### src/rtl/seq_player_if.sv
// Handshake and data bundle between the game controller/decoder side and seq_player.
// The master side drives requests and decoder data; the slave side is the player.
interface seq_player_if;
    logic       start;
    logic [3:0] nivel;
    logic [3:0] address;
    logic [3:0] saida;
    logic [3:0] leds;
    logic       busy;
    logic       done;

    modport master (
        output start, nivel, saida,
        input  address, leds, busy, done
    );

    modport slave (
        input  start, nivel, saida,
        output address, leds, busy, done
    );
endinterface

### src/rtl/seq_player.sv
// Plays the Genius color sequence: walks decoder address 0..nivel, flashing each
// returned color for T_ON cycles followed by T_OFF blank cycles, then pulses done.
module seq_player #(
    parameter int unsigned T_ON  = 25000000,
    parameter int unsigned T_OFF = 12500000,
    parameter int unsigned CNT_W = 26
) (
    input  logic        clk,
    input  logic        reset,
    seq_player_if.slave sp
);
    localparam int unsigned LVL_W = 4;

    typedef enum logic [2:0] {
        S_IDLE,
        S_LOAD,
        S_ON,
        S_OFF,
        S_FIM
    } state_e;

    state_e             state_q, state_d;
    logic [CNT_W-1:0]   timer_q, timer_d;
    logic [LVL_W-1:0]   address_q, address_d;
    logic [LVL_W-1:0]   ultimo_q, ultimo_d;
    logic [LVL_W-1:0]   leds_q, leds_d;
    logic               busy_q, busy_d;
    logic               done_q, done_d;

    logic               on_end_c;
    logic               off_end_c;
    logic               last_c;

    assign on_end_c  = (timer_q == CNT_W'(T_ON - 1));
    assign off_end_c = (timer_q == CNT_W'(T_OFF - 1));
    assign last_c    = (address_q == ultimo_q);

    // State and datapath registers
    always_ff @(posedge clk) begin
        if (reset) begin
            state_q   <= S_IDLE;
            timer_q   <= '0;
            address_q <= '0;
            ultimo_q  <= '0;
            leds_q    <= '0;
            busy_q    <= 1'b0;
            done_q    <= 1'b0;
        end else begin
            state_q   <= state_d;
            timer_q   <= timer_d;
            address_q <= address_d;
            ultimo_q  <= ultimo_d;
            leds_q    <= leds_d;
            busy_q    <= busy_d;
            done_q    <= done_d;
        end
    end

    // Next-state logic
    always_comb begin
        state_d = state_q;
        unique case (state_q)
            S_IDLE: if (sp.start) state_d = S_LOAD;
            S_LOAD: state_d = S_ON;
            S_ON:   if (on_end_c) state_d = S_OFF;
            S_OFF:  if (off_end_c) state_d = last_c ? S_FIM : S_LOAD;
            S_FIM:  state_d = S_IDLE;
            default: state_d = S_IDLE;
        endcase
    end

    // Output and datapath next values; done is only ever set on entry to FIM
    always_comb begin
        timer_d   = timer_q;
        address_d = address_q;
        ultimo_d  = ultimo_q;
        leds_d    = leds_q;
        busy_d    = busy_q;
        done_d    = 1'b0;
        unique case (state_q)
            S_IDLE: begin
                leds_d = '0;
                if (sp.start) begin
                    ultimo_d  = sp.nivel;
                    address_d = '0;
                    busy_d    = 1'b1;
                end
            end
            S_LOAD: begin
                leds_d  = sp.saida;
                timer_d = '0;
            end
            S_ON: begin
                if (on_end_c) begin
                    leds_d  = '0;
                    timer_d = '0;
                end else begin
                    timer_d = timer_q + CNT_W'(1);
                end
            end
            S_OFF: begin
                leds_d = '0;
                if (off_end_c) begin
                    timer_d = '0;
                    if (last_c) begin
                        done_d = 1'b1;
                        busy_d = 1'b0;
                    end else begin
                        address_d = address_q + LVL_W'(1);
                    end
                end else begin
                    timer_d = timer_q + CNT_W'(1);
                end
            end
            S_FIM: begin
                address_d = '0;
                busy_d    = 1'b0;
            end
            default: begin
                leds_d = '0;
                busy_d = 1'b0;
            end
        endcase
    end

    assign sp.address = address_q;
    assign sp.leds    = leds_q;
    assign sp.busy    = busy_q;
    assign sp.done    = done_q;
endmodule
### src/flat_wrapper.sv
// flat-port wrapper written by rule: the top's interface ports become plain ports
module seq_player_flat 
#(
    parameter int unsigned T_ON  = 25000000,
    parameter int unsigned T_OFF = 12500000,
    parameter int unsigned CNT_W = 26
)
  (clk, reset, sp_start, sp_nivel, sp_saida, sp_address, sp_leds, sp_busy, sp_done);
  seq_player_if sp_i ();
  input  logic clk;
  input  logic reset;
  input wire logic [$bits(sp_i.start)-1:0] sp_start;
  input wire logic [$bits(sp_i.nivel)-1:0] sp_nivel;
  input wire logic [$bits(sp_i.saida)-1:0] sp_saida;
  output wire logic [$bits(sp_i.address)-1:0] sp_address;
  output wire logic [$bits(sp_i.leds)-1:0] sp_leds;
  output wire logic [$bits(sp_i.busy)-1:0] sp_busy;
  output wire logic [$bits(sp_i.done)-1:0] sp_done;
  assign sp_i.start = sp_start;
  assign sp_i.nivel = sp_nivel;
  assign sp_i.saida = sp_saida;
  assign sp_address = sp_i.address;
  assign sp_leds = sp_i.leds;
  assign sp_busy = sp_i.busy;
  assign sp_done = sp_i.done;
  seq_player #(.T_ON(T_ON), .T_OFF(T_OFF), .CNT_W(CNT_W)) u_core (.clk(clk), .reset(reset), .sp(sp_i));
endmodule
### config.mk
export PLATFORM = sky130hd
export DESIGN_NAME = seq_player_flat
export DESIGN_NICKNAME = d
export VERILOG_FILES = /design/src/rtl/seq_player_if.sv /design/src/rtl/seq_player.sv /design/src/flat_wrapper.sv
export SDC_FILE = /design/constraint.sdc
export NUM_CORES = 1
export LEC_CHECK = 0
export BUFFER_PORTS_ARGS = -buffer_cell sky130_fd_sc_hd__buf_2
export CORE_MARGIN = 5
export CORE_UTILIZATION = 53
export DETAILED_ROUTE_END_ITERATION = 6
export GPL_TIMING_DRIVEN = 0
export HOLD_SLACK_MARGIN = 0.06
export PLACE_DENSITY = 0.72
export SLEW_MARGIN = 10
export SYNTH_ARGS = -nofsm -noshare
export SYNTH_HDL_FRONTEND = slang
export SYNTH_SLANG_ARGS = --single-unit
### constraint.sdc
create_clock -name clk -period 2.2 [get_ports clk]
set_clock_uncertainty 0.2 [all_clocks]
set_input_delay 0 -clock clk [delete_from_list [all_inputs] [get_ports clk]]
set_output_delay 0 -clock clk [all_outputs]
set_load 0.01 [all_outputs]
==> reports/results.tsv <==
metric	value	unit
outcome	finished with violations	
violations	negative setup slack	
avgSynthCellArea	8.39	um2
synth_top_family_by_area	simple AND/OR/NAND/NOR gates	
drtPass1Iterations	4	
place_inst	339	
die_area	5660	um2
min_period_over_period	1.06	
peakVddDrop	591	uV
post-route-util	0.679	
clk_path_buf_depth	2	
numCtsBuffers	5	
synthSimpleGateAreaFrac	0.303	
final_nets	325	
syn_area	2260	um2
hold_class	in2reg	
die_h	75.2	um
slowest_delay	0.53	ns
r2r_cells	7	
vias_per_cell	6.21	
ys_top_cells_by_count	dfxtp_1 (43), nand2_1 (31), nor2_1 (22)	
ys_seq_area_frac	0.382	
post-route-min-period	2.32	ns
cts_max_level	2	
synth_edf_count	0	
rsz0062_at_grt	true	
synth_top_area_cell	dfxtp_1	
fmax	431	MHz
drtAntennaViolNets	0	
initial_core_util	0.556	
synthTopCellsByArea	dfxtp_1 (38%), nand2_1 (5.2%), a31oi_1 (3.9%)	
synth_compound_area_frac	0.213	
busiest_layer	met2	
overflow	0	
tightest_slew	0.672	ns
placed_area	2420	um2
min_path_cells	3	
antenna_found_initial	0	
hpwl	3990	um
use_met2	0.339	
critPathSlowestCell	or4_4	
worstSetupPathType	reg2reg	
clock_latency	0.30	ns
setup_viol	27	
fp.dieW	75.2	um
synth_mux_area_frac	0.0266	
async_reset_ff_frac	0	
grt_usage	0.226	
gp_congestion	0.826	
leakage	1.01	nW
grt_use_met1	0.327	
buffer_ports.inserted	20	
ios	21	
synthXorXnorAreaFrac	0.0233	
wl_per_cell	16.3	um
syn_nets	282	
drive_above_1_share	0.236	
cts-root-buf	clkbuf_8	
num_rows	23	
path_clk_slew	0.08	ns
setup_slack	-0.122	ns
p_total	2.11	mW
synthFlopType	dfxtp_1	
n_fill_cell	350	
core	4060	um2
grt_start_max_net_pins	14	
synth_fa_ha_area_frac	0.0111	
required	2.19	ns
num_antenna_cells	0	
grt_pass1_wl	9870	um
instances_no_fill	363	
synth.top_cell.area_share	0.382	
area.growth.synth_to_final	22.1	%
drt_iter0_drc	173	
design_area	2760	um2
cp.arrival	2.31	ns
finalHoldViolCount	0	
yosysMostFrequentCell	dfxtp_1	
vias	2255	
synth_cell_types	49	
powerDensity	765	nW/um2
max-cap-violations	0	
preCtsSetupSlack	-0.224	ns
tritoncts	yes	
ys_seq_elements	43	
drv_slew	0	
grt_pass1_vias	2035	
clock-sinks	43	
drc	0	
relSlewSlack	0.551	
wl	5920	um
yosys_warnings	0	
cp-end-kind	flip-flop	
met3_usage	0.0467	
crit_chain	or4_4 > o31a_1 > a31oi_4 > a21oi_4 > buf_6 > o311a_1 > a221o_1	
netlist_instances	269	
path_max_fanout	6	
startpoint_type	flip-flop	
[worst max-delay path, delay by kind of cell (launching register included)]
kind / cells / cell delay (ns)
AO/OA/AOI/OAI: 5 / 0.99
AND/OR/NAND/NOR: 1 / 0.53
flip-flops: 1 / 0.35
buffers and inverters: 1 / 0.15
[routing by layer]
layer / wire [um] / part of all wire / up-vias
li1: - / - / 1110
met1: 2820 / 0.48 / 1072
met2: 2740 / 0.46 / 62
met3: 270 / 0.046 / 11
met4: 91 / 0.015 / 0
met5: 0 / 0 / -
[cells by family after synthesis]
logic type	Yosys count
xor gates and xnor gates	6
muxes	6
AOI/OAI and AO/OA	70
adders and majority gates	2
and+or+nand+nor	124
buffers and inverters	18
DFF	43
[flip-flops by register name, indices dropped and copies added (netlist names)]
| signal | cells |
|---|---|
| u_core.timer_q | 26 |
| u_core.sp.address | 4 |
| u_core.sp.done | 1 |
| u_core.ultimo_q | 4 |
| u_core.state_q | 3 |
| u_core.sp.leds | 4 |
| u_core.sp.busy | 1 |
[path summary, 6_finish.rpt]
path | to | from | slack, ns
worst max-delay path | u_core.timer_q[20] | u_core.timer_q[9] | -0.12
worst min-delay path | u_core.sp.leds[0] | sp_saida[0] | 0.24
worst max register to register | u_core.timer_q[20] | u_core.timer_q[9] | -0.12
worst min register to register | u_core.sp.leds[3] | u_core.sp.leds[3] | 0.27
[timing repair]
item / 4_1_cts / 5_1_grt
hold buffers: 10 / 0
pin swaps: 5 / 4
endpoints found under the hold margin: 16 / 0
buffers inserted: 6 / 1
resized for setup: 11 / 19
endpoints found under the setup margin: 29 / 31
cloned: 1 / 0
[cell type report]
| class | instances | area [um2] | area share |
|---|---|---|---|
| multi-input combinational | 208 | 1390 | 0.504 |
| sequential | 43 | 871 | 0.316 |
| timing repair buffer | 38 | 258 | 0.0936 |
| clock buffer | 6 | 72.6 | 0.0263 |
| buffer | 11 | 72.6 | 0.0263 |
| tap | 50 | 62.6 | 0.0227 |
| inverter | 5 | 18.8 | 0.00681 |
| clock inverter | 2 | 12.5 | 0.00454 |
[cells in the final DEF (no fill, tap or decap), drive strengths merged, types with 3 or more instances in the layout]
master / netlist / layout
nand2: 31 / 31
clkbuf: 7 / 12
a21oi: 18 / 18
or2: 3 / 3
inv: 5 / 5
nor2: 22 / 22
a221o: 3 / 3
buf: 6 / 33
and4: 6 / 6
mux2i: 6 / 6
dlygate4sd3: 0 / 10
nor4: 10 / 10
o21ai: 14 / 14
o31a: 3 / 3
nor3: 7 / 7
and3: 4 / 4
dfxtp: 43 / 43
xor2: 4 / 4
nand3: 12 / 12
a22o: 7 / 7
nand2b: 4 / 4
nand4: 11 / 11
a31oi: 15 / 15
[where the power goes]
| part | switching (mW) | internal, mW |
|---|---|---|
| clock | 0.278 | 0.222 |
| combinational | 0.443 | 0.267 |
| sequential | 0.0579 | 0.840 |
| total | 0.779 | 1.33 |
[stage by stage]
stage	hold slack [ns]	setup TNS [ns]
floorplan	-0.0670	-0.0609
global placement	0.0167	-4.16
detailed placement	0.0244	-4.78
CTS	0.240	-1.60
global route	0.246	-4.28
finish	0.241	-1.80
Note: power is estimated with default switching activity, not from simulation.
